File: config.mk
export PLATFORM = sky130hd
export DESIGN_NAME = gat_bram_loader
export DESIGN_NICKNAME = d
export VERILOG_FILES = /design/src/rtl/gat_bram_loader.sv
export SDC_FILE = /design/constraint.sdc
export NUM_CORES = 1
export LEC_CHECK = 0
export CORE_ASPECT_RATIO = 0.6
export CORE_MARGIN = 8
export CORE_UTILIZATION = 42
export CTS_CLUSTER_SIZE = 28
export DETAILED_ROUTE_END_ITERATION = 12
export GPL_TIMING_DRIVEN = 0
export PLACE_DENSITY = 0.72
export REMOVE_ABC_BUFFERS = 1
export SLEW_MARGIN = 20
export SYNTH_ARGS = -nofsm -noshare
export SYNTH_HDL_FRONTEND = slang
export SYNTH_SLANG_ARGS = --single-unit
File: constraint.sdc
create_clock -name clk -period 7.5 [get_ports clk]
set_clock_uncertainty 0.05 [all_clocks]
set_input_delay 2.25 -clock clk [delete_from_list [all_inputs] [get_ports clk]]
set_output_delay 2.25 -clock clk [all_outputs]
set_load 0.02 [all_outputs]
File: src/rtl/gat_bram_loader.sv
// Splits one 32-bit valid/ready word stream into the H data, H node_info and weight BRAM write ports.
// Optional running checksum output is enabled by defining GAT_LOADER_CHECKSUM_EN.
module gat_bram_loader #(
    parameter int TOP_WIDTH       = 32,
    parameter int H_DATA_DEPTH    = 242101,
    parameter int NODE_INFO_DEPTH = 13264,
    parameter int WEIGHT_DEPTH    = 22928,
    localparam int H_DATA_ADDR_W    = (H_DATA_DEPTH    > 1) ? $clog2(H_DATA_DEPTH)    : 1,
    localparam int NODE_INFO_ADDR_W = (NODE_INFO_DEPTH > 1) ? $clog2(NODE_INFO_DEPTH) : 1,
    localparam int WEIGHT_ADDR_W    = (WEIGHT_DEPTH    > 1) ? $clog2(WEIGHT_DEPTH)    : 1
) (
    input  logic                        clk,
    input  logic                        rst,
    input  logic                        start,
    input  logic [TOP_WIDTH-1:0]        s_tdata,
    input  logic                        s_tvalid,
    output logic                        s_tready,
    input  logic                        s_tlast,
    output logic [TOP_WIDTH-1:0]        h_data_bram_din,
    output logic                        h_data_bram_ena,
    output logic                        h_data_bram_wea,
    output logic [H_DATA_ADDR_W+1:0]    h_data_bram_addra,
    output logic [TOP_WIDTH-1:0]        h_node_info_bram_din,
    output logic                        h_node_info_bram_ena,
    output logic                        h_node_info_bram_wea,
    output logic [NODE_INFO_ADDR_W+1:0] h_node_info_bram_addra,
    output logic [TOP_WIDTH-1:0]        wgt_bram_din,
    output logic                        wgt_bram_ena,
    output logic                        wgt_bram_wea,
    output logic [WEIGHT_ADDR_W+1:0]    wgt_bram_addra,
    output logic                        h_data_bram_load_done,
    output logic                        h_node_info_bram_load_done,
    output logic                        wgt_bram_load_done,
    output logic                        busy,
    output logic                        err
`ifdef GAT_LOADER_CHECKSUM_EN
    ,output logic [TOP_WIDTH-1:0]       checksum
`endif
);

    localparam int IDX_W_HN = (H_DATA_ADDR_W > NODE_INFO_ADDR_W) ? H_DATA_ADDR_W : NODE_INFO_ADDR_W;
    localparam int IDX_W    = (IDX_W_HN > WEIGHT_ADDR_W) ? IDX_W_HN : WEIGHT_ADDR_W;

    typedef enum logic [2:0] {
        S_IDLE    = 3'd0,
        S_LOAD_H  = 3'd1,
        S_LOAD_NI = 3'd2,
        S_LOAD_W  = 3'd3,
        S_DONE    = 3'd4,
        S_ERR     = 3'd5
    } state_e;

    state_e                      state_q, state_d;
    logic [IDX_W-1:0]            word_idx_q, word_idx_d;
    logic                        err_q, err_d;
    logic                        h_done_q, h_done_d, ni_done_q, ni_done_d, w_done_q, w_done_d;
    logic                        h_ena_q, h_ena_d, ni_ena_q, ni_ena_d, w_ena_q, w_ena_d;
    logic [TOP_WIDTH-1:0]        h_din_q, h_din_d, ni_din_q, ni_din_d, w_din_q, w_din_d;
    logic [H_DATA_ADDR_W+1:0]    h_addr_q, h_addr_d;
    logic [NODE_INFO_ADDR_W+1:0] ni_addr_q, ni_addr_d;
    logic [WEIGHT_ADDR_W+1:0]    w_addr_q, w_addr_d;
    logic [TOP_WIDTH-1:0]        checksum_q, checksum_d;
    logic                        hs_s, region_last_s, stream_final_s;

    assign s_tready = (state_q == S_LOAD_H) || (state_q == S_LOAD_NI) || (state_q == S_LOAD_W);
    assign busy     = s_tready;
    assign hs_s     = s_tvalid & s_tready;

    // Decode whether the current word is the last of its region / of the whole stream
    always_comb begin
        region_last_s = 1'b0;
        case (state_q)
            S_LOAD_H:  region_last_s = (word_idx_q == IDX_W'(H_DATA_DEPTH - 1));
            S_LOAD_NI: region_last_s = (word_idx_q == IDX_W'(NODE_INFO_DEPTH - 1));
            S_LOAD_W:  region_last_s = (word_idx_q == IDX_W'(WEIGHT_DEPTH - 1));
            default:   region_last_s = 1'b0;
        endcase
        stream_final_s = (state_q == S_LOAD_W) && region_last_s;
    end

    // Next-state, word counter, framing and write-port computation
    always_comb begin
        state_d    = state_q;
        word_idx_d = word_idx_q;
        err_d      = err_q;
        h_done_d   = h_done_q;
        ni_done_d  = ni_done_q;
        w_done_d   = w_done_q;
        checksum_d = checksum_q;
        h_ena_d    = 1'b0;
        ni_ena_d   = 1'b0;
        w_ena_d    = 1'b0;
        h_din_d    = h_din_q;
        ni_din_d   = ni_din_q;
        w_din_d    = w_din_q;
        h_addr_d   = h_addr_q;
        ni_addr_d  = ni_addr_q;
        w_addr_d   = w_addr_q;

        case (state_q)
            S_IDLE, S_DONE, S_ERR: begin
                if (start) begin
                    state_d    = S_LOAD_H;
                    word_idx_d = '0;
                    err_d      = 1'b0;
                    h_done_d   = 1'b0;
                    ni_done_d  = 1'b0;
                    w_done_d   = 1'b0;
                    checksum_d = '0;
                end else begin
                    state_d = state_q;
                end
            end
            S_LOAD_H, S_LOAD_NI, S_LOAD_W: begin
                if (hs_s) begin
                    checksum_d = checksum_q + s_tdata;
                    // tlast must coincide exactly with the final weight word
                    if (s_tlast != stream_final_s) begin
                        state_d    = S_ERR;
                        err_d      = 1'b1;
                        word_idx_d = '0;
                    end else if (region_last_s) begin
                        word_idx_d = '0;
                        case (state_q)
                            S_LOAD_H:  begin state_d = S_LOAD_NI; h_done_d  = 1'b1; end
                            S_LOAD_NI: begin state_d = S_LOAD_W;  ni_done_d = 1'b1; end
                            default:   begin state_d = S_DONE;    w_done_d  = 1'b1; end
                        endcase
                    end else begin
                        word_idx_d = word_idx_q + IDX_W'(1);
                    end
                end else begin
                    state_d = state_q;
                end
            end
            default: state_d = S_IDLE;
        endcase

        if (hs_s) begin
            case (state_q)
                S_LOAD_H: begin
                    h_ena_d  = 1'b1;
                    h_din_d  = s_tdata;
                    h_addr_d = {word_idx_q[H_DATA_ADDR_W-1:0], 2'b00};
                end
                S_LOAD_NI: begin
                    ni_ena_d  = 1'b1;
                    ni_din_d  = s_tdata;
                    ni_addr_d = {word_idx_q[NODE_INFO_ADDR_W-1:0], 2'b00};
                end
                S_LOAD_W: begin
                    w_ena_d  = 1'b1;
                    w_din_d  = s_tdata;
                    w_addr_d = {word_idx_q[WEIGHT_ADDR_W-1:0], 2'b00};
                end
                default: h_ena_d = 1'b0;
            endcase
        end else begin
            h_ena_d = 1'b0;
        end
    end

    // State and output registers; reset aborts any load in progress
    always_ff @(posedge clk or posedge rst) begin
        if (rst) begin
            state_q    <= S_IDLE;
            word_idx_q <= '0;
            err_q      <= 1'b0;
            h_done_q   <= 1'b0;
            ni_done_q  <= 1'b0;
            w_done_q   <= 1'b0;
            checksum_q <= '0;
            h_ena_q    <= 1'b0;
            ni_ena_q   <= 1'b0;
            w_ena_q    <= 1'b0;
            h_din_q    <= '0;
            ni_din_q   <= '0;
            w_din_q    <= '0;
            h_addr_q   <= '0;
            ni_addr_q  <= '0;
            w_addr_q   <= '0;
        end else begin
            state_q    <= state_d;
            word_idx_q <= word_idx_d;
            err_q      <= err_d;
            h_done_q   <= h_done_d;
            ni_done_q  <= ni_done_d;
            w_done_q   <= w_done_d;
            checksum_q <= checksum_d;
            h_ena_q    <= h_ena_d;
            ni_ena_q   <= ni_ena_d;
            w_ena_q    <= w_ena_d;
            h_din_q    <= h_din_d;
            ni_din_q   <= ni_din_d;
            w_din_q    <= w_din_d;
            h_addr_q   <= h_addr_d;
            ni_addr_q  <= ni_addr_d;
            w_addr_q   <= w_addr_d;
        end
    end

    assign h_data_bram_din            = h_din_q;
    assign h_data_bram_ena            = h_ena_q;
    assign h_data_bram_wea            = h_ena_q;
    assign h_data_bram_addra          = h_addr_q;
    assign h_node_info_bram_din       = ni_din_q;
    assign h_node_info_bram_ena       = ni_ena_q;
    assign h_node_info_bram_wea       = ni_ena_q;
    assign h_node_info_bram_addra     = ni_addr_q;
    assign wgt_bram_din               = w_din_q;
    assign wgt_bram_ena               = w_ena_q;
    assign wgt_bram_wea               = w_ena_q;
    assign wgt_bram_addra             = w_addr_q;
    assign h_data_bram_load_done      = h_done_q;
    assign h_node_info_bram_load_done = ni_done_q;
    assign wgt_bram_load_done         = w_done_q;
    assign err                        = err_q;
`ifdef GAT_LOADER_CHECKSUM_EN
    assign checksum                   = checksum_q;
`endif

endmodule

# Yosys cells after proc, flatten, opt, wreduce, memory -nomap -nowiden

Cells that the tools add are included.

Bits in registers: 171

Add/sub/neg operators: 1
Bitwise operators: 1
Mux-type cells: 37
Reductions and logical operators: 17
Eq/ne operators: 18

Operators by type and width:

| operator                                         | count |
|---|---|
| two-way mux 18 bit                               | 4 |
| one-hot mux 18 bit (2 select lines)              | 1 |
| two-way mux 1 bit                                | 21 |
| adder 18 x 1 -> 18 bit (second input constant)   | 1 |
| == test 18 x 14 -> 1 bit (second input constant) | 1 |
| == test 18 x 15 -> 1 bit (second input constant) | 1 |
| == test 18 bit (second input constant)           | 1 |
| AND reduction 6 bit                              | 3 |
| inequality test 2 bit (second input constant)    | 8 |
| two-way mux 3 bit                                | 4 |
| one-hot mux 3 bit (2 select lines)               | 2 |
| one-hot mux 1 bit (2 select lines)               | 4 |
| == test 3 x 2 -> 1 bit (second input constant)   | 2 |
| == test 3 bit (second input constant)            | 2 |
| AND reduction 2 bit                              | 3 |
| AND reduction 3 bit                              | 2 |
| OR reduction 3 bit                               | 2 |
| AND reduction 4 bit                              | 1 |
| == test 3 x 1 -> 1 bit (second input constant)   | 1 |
| zero test 3 bit                                  | 1 |
| inequality test 3 bit (second input constant)    | 1 |
| one-hot mux 1 bit (3 select lines)               | 1 |
| logical OR 1 bit                                 | 2 |
| nonzero test 2 bit                               | 1 |
| 4 further kinds                                  | 4 |

# Longest topological paths before layout

Gate-level depths: netlist of run 1.

Depth after elaboration: 7
Mapped depth: 8
Gate-level depth less buffers: 6

# Worst setup path before layout of run 1

OpenSTA, ideal clock, no wires.

Path kind: flip-flop to output port
Start: register state_q[1]
End: output port s_tready
Stages on the path, launching flop included: 5
Arrival: 1.224 ns
Setup slack: 3.976 ns
Path buffers: 2
Data required time: 5.200 ns
Cell sequence: dfrtp_1 buf_4 o21bai_1 inv_1 buf_4

Cells in the longest elaborated chain, start to end: 3
Elaborated cells between the ends (all ways): 5

RTL lines:

| item                                                             | RTL line | RTL |
|---|---|---|
| start: declaration                                               | 53       | `state_e state_q, state_d;` |
| start signal: assignment                                         | 183      | `state_q <= state_d;` |
| == test 3 x 1 -> 1 bit or == test 3 x 2 -> 1 bit (tied branches) | 65       | `assign s_tready = (state_q == S_LOAD_H) \|\| (state_q == S_LOAD_NI) \|\| (state_q == S_LOAD_W);` |
| logical OR 1 bit                                                 | 65       |  |
| logical OR 1 bit (*)                                             | 65       |  |
| end: declaration                                                 | 17       | `output logic s_tready,` |

Every way passes the cells marked *; elsewhere a longest branch is shown, timed or not.

# Final worst setup path of run 1

Same ends and word-level chain as after synthesis.

==> Implementation_results.wiki, run 1 <==
{| class="wikitable"
! Metric !! Value
|-
| Ratio of total power to cell area || 280 nW/um2
|-
| Worst Setup EP || s_tready
|-
| Worst reg2reg startpoint || state_q[1]$_DFFE_PP0P_
|-
| Setup repair after global routing missed its margin || no
|-
| Summed negative setup slack over all endpoints || 0 ns
|-
| Reg area || 4280 um2
|-
| Crit path DAT || 2.15 ns
|-
| Post-Layout Cell Count || 936
|-
| Netlist area before placement || 7060 um2
|-
| Final hold viol count || 0
|-
| First-pass iteration count of the detailed router || 5
|-
| Place WS || 2.91 ns
|-
| Chip width || 183 um
|-
| CTS Root Buffer Type || clkbuf_16
|-
| FMAX || 0.224 GHz
|-
| Post-route design area || 9780 um2
|-
| Num ports || 198
|-
| Largest buffer count on any clock path || 2
|-
| GPL Wtd Cong || 0.793
|-
| Number of cells after detailed placement || 904
|-
| Path depth of the worst reg2reg path || 5
|-
| DP HPWL || 13.4 mm
|-
| Final setup vio count || 0
|-
| Number of antenna violations at the first check in global routing || 0
|-
| Final Net Count || 733
|-
| Reg-to-reg endpoint || word_idx_q[2]$_DFFE_PP0P_
|-
| Share of the synthesized area in the top cell type || 0.606
|-
| Ys flop type || dfrtp_1
|-
| Via Count || 4756
|-
| Setup repair bufs after CTS || 0
|-
| Synthesis warning total || 0
|-
| Wire length per cell after detailed routing || 19.6 um
|-
| Highest routed layer || met4
|-
| Overflow after GRT || 0
|-
| Post-Place Cell Area || 9180 um2
|-
| Relative max-transition margin || 0.495
|-
| Total GRT Usage || 0.174
|-
| Ys async rst share || 1.00
|-
| Routed Wire Length || 18.4 mm
|-
| Met2 wirelength from detailed routing || 8.05 mm
|-
| DRT met1 WL || 7.93 mm
|-
| Slew at the pin closest to its max-slew limit || 0.757 ns
|-
| Number of enable flip-flop cells after synthesis || 0
|-
| Setup crit end kind || primary output
|-
| Number of storage elements in the synthesis netlist || 171
|-
| Class of the worst hold path || register to register
|-
| Overall power || 2.74 mW
|-
| Die area || 21400 um2
|-
| Initial core utilization || 0.432
|-
| Drt initial violations || 244
|-
| Worst-case setup margin in the final layout || 3.05 ns
|-
| Setup Crit Path Kind || register to primary output
|-
| Area of the multi-input gates || 2530 um2
|-
| Result of the run || completed
|-
| Vias per cell || 5.08
|-
| Number of diodes added for antenna fixing || 0
|-
| CTS H-tree lvls || 4
|-
| Leading area contributor after synthesis || dfrtp_1
|-
| Hold-fix buffers, CTS || 0
|-
| Required time of the worst setup path || 5.20 ns
|-
| Max IR drop VDD || 0.151 mV
|-
| Synthesis-to-finish area growth || 38.5%
|-
| Count of max-cap constraint violations || 0
|-
| Rows || 36
|-
| TritonCTS clock tree || built
|-
| # fillers || 1265
|-
| # clock sinks || 171
|-
| Clock latency at the later pin of the worst-skew pair || 0.41 ns
|-
| Post-synthesis instance total || 510
|-
| Vertical die dimension || 116 um
|-
| Via count of the first global-routing pass || 5112
|-
| Pleak || 4.36 nW
|-
| Biggest fanout along the worst timing path || 14
|-
| Layout cell share with drive strength beyond 1 || 0.271
|-
| Global-route wire length before repair || 29.0 mm
|-
| Minimum setup slack among reg-to-reg paths || 4.86 ns
|-
| Worst setup path start || state_q[1]$_DFFE_PP0P_
|-
| Final ANT Viol Nets || 0
|-
| Area of the core || 16400 um2
|-
| Startpoint class of the critical path || register
|-
| Final period demand of the worst path || 4.45 ns
|-
| PostCTS Resize Cnt || 0
|-
| Routed met3 length || 2.32 mm
|-
| Final Max Tran Viols || 0
|-
| Drc violations || 0
|-
| Leading cell types by total area after synthesis || dfrtp_1 61%, mux2_2 22%, buf_4 1.3%
|-
| Clock input transition at the sequential cells of the worst setup and hold paths || 0.07 ns
|-
| Worst hold stages || 2
|-
| Maximum number of pins on one net before global-route repair || 95
|-
| Post-synthesis cell type count || 54
|-
| Share of the clock period used by the worst path || 0.594
|-
| Sequential area share after synthesis || 0.606
|-
| Port Buffer Count || 191
|-
| Number of buffers added by the clock tree synthesis step || 17
|-
| Syn Area/Cell || 13.8 um2
|}
-- registers in the layout (all words and copies together), names as in the netlist --
name and flops:
wgt_bram_din 32, wgt_bram_ena 1, h_node_info_bram_addra 14, h_node_info_bram_din 32
h_node_info_bram_load_done 1, wgt_bram_load_done 1, h_node_info_bram_ena 1, err 1
h_data_bram_addra 18, word_idx_q 18, h_data_bram_din 32, state_q 3
h_data_bram_ena 1, h_data_bram_load_done 1, wgt_bram_addra 15
-- synthesized netlist by cell type (6+ instances only) --
| library cell | count |
|---|---|
| dfrtp_1 | 171 |
| clkbuf_1 | 10 |
| inv_1 | 12 |
| nand2_1 | 24 |
| nor2_1 | 18 |
| nor3_1 | 6 |
| o21ai_0 | 11 |
| nand4_1 | 8 |
| xor2_1 | 6 |
| buf_4 | 12 |
| buf_2 | 12 |
| mux2_2 | 139 |
| xnor2_1 | 8 |
| nand3_1 | 6 |
-- worst max-delay path, cell delays in order, from the launching register on --
cell and delay [ns]:
dfrtp_1 0.55, o21bai_1 0.49, inv_1 0.14, clkdlybuf4s50_1 0.57
-- cell families (layout without fill, tap and decap cells) --
| logic type | Yosys count | count (layout) | synth area share |
|---|---|---|---|
| other | 1 | 6 | 0.000531 |
| flip-flops | 171 | 171 | 0.606 |
| XOR/XNOR | 14 | 14 | 0.0174 |
| AND/OR/NAND/NOR | 95 | 95 | 0.0735 |
| adder cells (fa/ha/maj) | 1 | 1 | 0.00177 |
| multiplexers | 141 | 141 | 0.224 |
| buffers and inverters | 52 | 245 | 0.0406 |
| AO/OA/AOI/OAI | 35 | 35 | 0.0360 |
-- layout make-up --
class                   count  share of cell area
clock buffers              19              0.0463
clock inverters            13              0.0152
inverters                  13             0.00575
multi-input cells         292               0.259
flip-flops and latches    171               0.437
well taps                 228              0.0292
repair buffers            200               0.207
-- placed cells by master, fill, tap and decap left out, types with 2 or more instances in the layout --
cell type	instances
clkdlybuf4s50_1	191
dfrtp_1	171
mux2_2	139
nand2_1	23
nor2_1	18
clkbuf_16	17
inv_1	11
o21ai_0	11
xnor2_1	8
nand4_1	8
nand3_1	6
xor2_1	6
conb_1	6
and3_1	5
nor4_1	5
nor3_1	5
inv_6	5
buf_4	5
inv_8	4
or3_1	4
nor4b_1	3
a21oi_1	3
and3b_1	2
nor2b_1	2
mux2i_1	2
o21ai_1	2
or4_1	2
o32ai_1	2
a22oi_1	2
a31oi_1	2
clkbuf_8	2
clkinv_4	2
buf_12	2
-- power by group --
| part | switching, mW | internal (mW) | leakage (nW) |
|---|---|---|---|
| Sequential | 0.0807 | 1.04 | 2.28 |
| Clock | 0.389 | 0.492 | 0.294 |
| Combinational | 0.383 | 0.359 | 1.79 |
| Total | 0.853 | 1.89 | 4.36 |
-- metal layers --
layer,GRT usage,vias to the layer above
li1,-,2156
met1,0.217,2390
met2,0.263,198
met3,0.0910,12
met4,0.0415,0
met5,0,-
-- how the worst min path moves through the flow --
stage / from / endpoint
after floorplan: word_idx_q[1]$_DFFE_PP0P_ / word_idx_q[1]$_DFFE_PP0P_
after global placement: wgt_bram_addra[7]$_DFFE_PP0P_ / wgt_bram_addra[7]$_DFFE_PP0P_
after detailed placement: wgt_bram_addra[8]$_DFFE_PP0P_ / wgt_bram_addra[8]$_DFFE_PP0P_
after CTS: wgt_bram_addra[8]$_DFFE_PP0P_ / wgt_bram_addra[8]$_DFFE_PP0P_
after global routing: wgt_bram_din[7]$_DFFE_PP0P_ / wgt_bram_din[7]$_DFFE_PP0P_
final: wgt_bram_addra[6]$_DFFE_PP0P_ / wgt_bram_addra[6]$_DFFE_PP0P_
-- metrics by stage --
stage,util,hold WS (ns)
6_report,0.598,0.440
5_1_grt,0.598,0.471
4_1_cts,0.598,0.446
3_5_place_dp,0.562,0.430
3_3_place_gp,0.553,0.418
2_1_floorplan,-,0.487
Power figures use the tool's default switching activity.
==> run 2: changes to the inputs <==
==> constraint.sdc (replaced) <==
create_clock -name clk -period 4.2 [get_ports clk]
set_clock_uncertainty 0.05 [all_clocks]
set_input_delay 1.26 -clock clk [delete_from_list [all_inputs] [get_ports clk]]
set_output_delay 1.26 -clock clk [all_outputs]
set_load 0.02 [all_outputs]
==> results of run 2 <==
Same layout as run 1 (identical final DEF). Status: completed.
Among the figures that moved: setup slack after placement 2.91 ns -> 0.604 ns; setup slack after layout 3.05 ns -> 0.736 ns; register-to-register setup slack 4.86 ns -> 1.56 ns; total power 2.74 mW -> 4.89 mW; worst IR drop on VDD 0.151 mV -> 0.269 mV
==> run 3: changes to the inputs <==
--- a/config.mk
+++ b/config.mk
@@ -11,7 +11,7 @@
 export CTS_CLUSTER_SIZE = 28
 export DETAILED_ROUTE_END_ITERATION = 12
 export GPL_TIMING_DRIVEN = 0
-export PLACE_DENSITY = 0.72
+export PLACE_DENSITY = 0.74
 export REMOVE_ABC_BUFFERS = 1
 export SLEW_MARGIN = 20
 export SYNTH_ARGS = -nofsm -noshare
==> constraint.sdc (replaced) <==
create_clock -name clk -period 2.82 [get_ports clk]
set_clock_uncertainty 0.05 [all_clocks]
set_input_delay 0.846 -clock clk [delete_from_list [all_inputs] [get_ports clk]]
set_output_delay 0.846 -clock clk [all_outputs]
set_load 0.02 [all_outputs]
==> run 3 against run 2 <==
  * Worst setup slack got worse by 0.40 ns
  * Non-clock buffer count fell by 1
  * Count of clock-buffer cells in the layout fell by 2
  * Sequential share of layout area rose by 0.11 points
  * Highest routed layer unchanged
  * Total power rose by 48%
  * Largest cell class unchanged
  * Largest power group unchanged
==> Implementation_results.wiki, run 3 (synthesized netlist as in run 1, its figures left out) <==
{| class="wikitable"
! Metric !! Value
|-
| Count of max-cap constraint violations || 0
|-
| Final Net Count || 732
|-
| Port Buffer Count || 191
|-
| Path depth of the worst reg2reg path || 5
|-
| Vertical die dimension || 116 um
|-
| Final hold viol count || 0
|-
| Final period demand of the worst path || 2.49 ns
|-
| Result of the run || completed
|-
| Slew at the pin closest to its max-slew limit || 0.771 ns
|-
| Number of buffers added by the clock tree synthesis step || 17
|-
| Worst-case setup margin in the final layout || 0.333 ns
|-
| Drt initial violations || 243
|-
| Wire length per cell after detailed routing || 19.4 um
|-
| Logic depth of the worst path, buffers included || 6
|-
| # clock sinks || 171
|-
| CP peak stage delay || 0.58 ns
|-
| Post-Layout Cell Count || 933
|-
| Biggest fanout along the worst timing path || 16
|-
| Minimum setup slack among reg-to-reg paths || 0.36 ns
|-
| Hold-fix buffers, CTS || 0
|-
| Die area || 21400 um2
|-
| Share of the clock period used by the worst path || 0.882
|-
| Setup crit end kind || register
|-
| Initial core utilization || 0.432
|-
| Number of cells after detailed placement || 903
|-
| DP HPWL || 13.1 mm
|-
| CTS H-tree lvls || 4
|-
| Pleak || 4.37 nW
|-
| Number of diodes added for antenna fixing || 0
|-
| Buffers & Inverters on Critical Path || 2
|-
| Rows || 36
|-
| First-pass iteration count of the detailed router || 4
|-
| Setup Crit Path Kind || input pin to register
|-
| Ratio of total power to cell area || 742 nW/um2
|-
| Layout cell share with drive strength beyond 1 || 0.274
|-
| Place WS || -0.427 ns
|-
| Summed negative setup slack over all endpoints || 0 ns
|-
| CTS Root Buffer Type || clkbuf_16
|-
| FMAX || 0.402 GHz
|-
| Crit path DAT || 2.72 ns
|-
| Final ANT Viol Nets || 0
|-
| Setup repair after global routing missed its margin || no
|-
| Maximum number of pins on one net before global-route repair || 97
|-
| Max IR drop VDD || 0.364 mV
|-
| Clock latency at the later pin of the worst-skew pair || 0.41 ns
|-
| Post-route design area || 9770 um2
|-
| Post-Place Cell Area || 9160 um2
|-
| Clock input transition at the sequential cells of the worst setup and hold paths || 0.06 ns
|-
| Cells traversed along the worst timing path || clkdlybuf4s50_1, inv_1, o32a_1, nor4_1, xnor2_1, nor2_1
|-
| Commonest non-fill, non-tap cell in the layout || clkdlybuf4s50_1
|-
| Relative max-transition margin || 0.486
|-
| GPL Wtd Cong || 0.837
|-
| Class of the worst hold path || register to register
|-
| Final setup vio count || 0
|-
| Vias per cell || 5.11
|-
| Area of the core || 16400 um2
|-
| Via Count || 4770
|-
| Global-route wire length before repair || 28.8 mm
|-
| Routed Wire Length || 18.1 mm
|-
| Synthesis-to-finish area growth || 38.3%
|-
| Required time of the worst setup path || 3.06 ns
|-
| TritonCTS clock tree || built
|-
| Final Max Tran Viols || 0
|-
| Number of antenna violations at the first check in global routing || 0
|-
| Total GRT Usage || 0.172
|-
| Commonest cells after routing, fill and taps aside || 188 x clkdlybuf4s50_1, 168 x dfrtp_1, 139 x mux2_2
|-
| Num ports || 198
|-
| Slowest cell on the critical path || o32a_1
|-
| Dominant delay contributor by cell family on the critical path || compound AO/OA/AOI/OAI gates
|-
| Via count of the first global-routing pass || 5105
|-
| Chip width || 183 um
|-
| Overflow after GRT || 0
|-
| Drc violations || 0
|-
| Largest buffer count on any clock path || 2
|-
| Startpoint class of the critical path || input pin
|-
| Worst hold stages || 2
|}
[run 3: changes by cell type in the layout (fill, tap and decap cells not counted), sizes merged, moves of 2 or more]
cell / change
inv: -2
dlymetal6s2s: +3
clkdlybuf4s50: -3
clkbuf: -2
[run 3: final cells by class]
type	count	area, um2
fillers	1273	6580
flip-flops and latches	171	4280
multi-input cells	292	2540
repair buffers	199	2020
clock buffers	17	425
well taps	228	285
clock inverters	13	160
inverters	13	56.3
[run 3: path summary, 6_finish.rpt]
kind	startpoint	endpoint
setup / recovery	start	word_idx_q[17]$_DFFE_PP0P_
setup reg to reg	word_idx_q[0]$_DFFE_PP0P_	state_q[2]$_DFFE_PP0P_
max in group asynchronous	rst	state_q[1]$_DFFE_PP0P_
min in group asynchronous	rst	h_data_bram_addra[10]$_DFFE_PP0P_
hold reg to reg	wgt_bram_addra[8]$_DFFE_PP0P_	wgt_bram_addra[8]$_DFFE_PP0P_
hold / removal	wgt_bram_addra[8]$_DFFE_PP0P_	wgt_bram_addra[8]$_DFFE_PP0P_
[run 3: report_power, final]
| part | internal (mW) | leakage, nW | switching (mW) | total (mW) |
|---|---|---|---|---|
| Combinational | 0.939 | 1.81 | 1.01 | 1.95 |
| Sequential | 2.76 | 2.27 | 0.213 | 2.97 |
| Clock | 1.32 | 0.285 | 0.997 | 2.32 |
[run 3: tightest hold or removal path, delay by kind of cell, from the launching register on]
kind            cells  cell delay [ns]
flops               1             0.34
compound gates      1             0.06
simple gates        1             0.05
[run 3: timing repair]
item                       CTS  global route
setup endpoints to repair    2            11
gates resized for setup      4             4
buffers inserted             0             0
gates cloned                 0             0
pin swaps                    0             0
[run 3: routing by layer]
layer	wire length, um	track usage
met5	0	0
met4	110	0.0437
met3	2080	0.0764
met2	7830	0.263
met1	8050	0.222
[run 3: per-stage QoR]
stage	utilization	power, mW	hold slack (ns)
3_3_place_gp	0.553	4.93	0.417
6_report	0.597	7.25	0.427
3_5_place_dp	0.560	4.98	0.422
5_1_grt	0.597	7.59	0.467
4_1_cts	0.597	7.34	0.436
2_1_floorplan	-	4.04	0.487
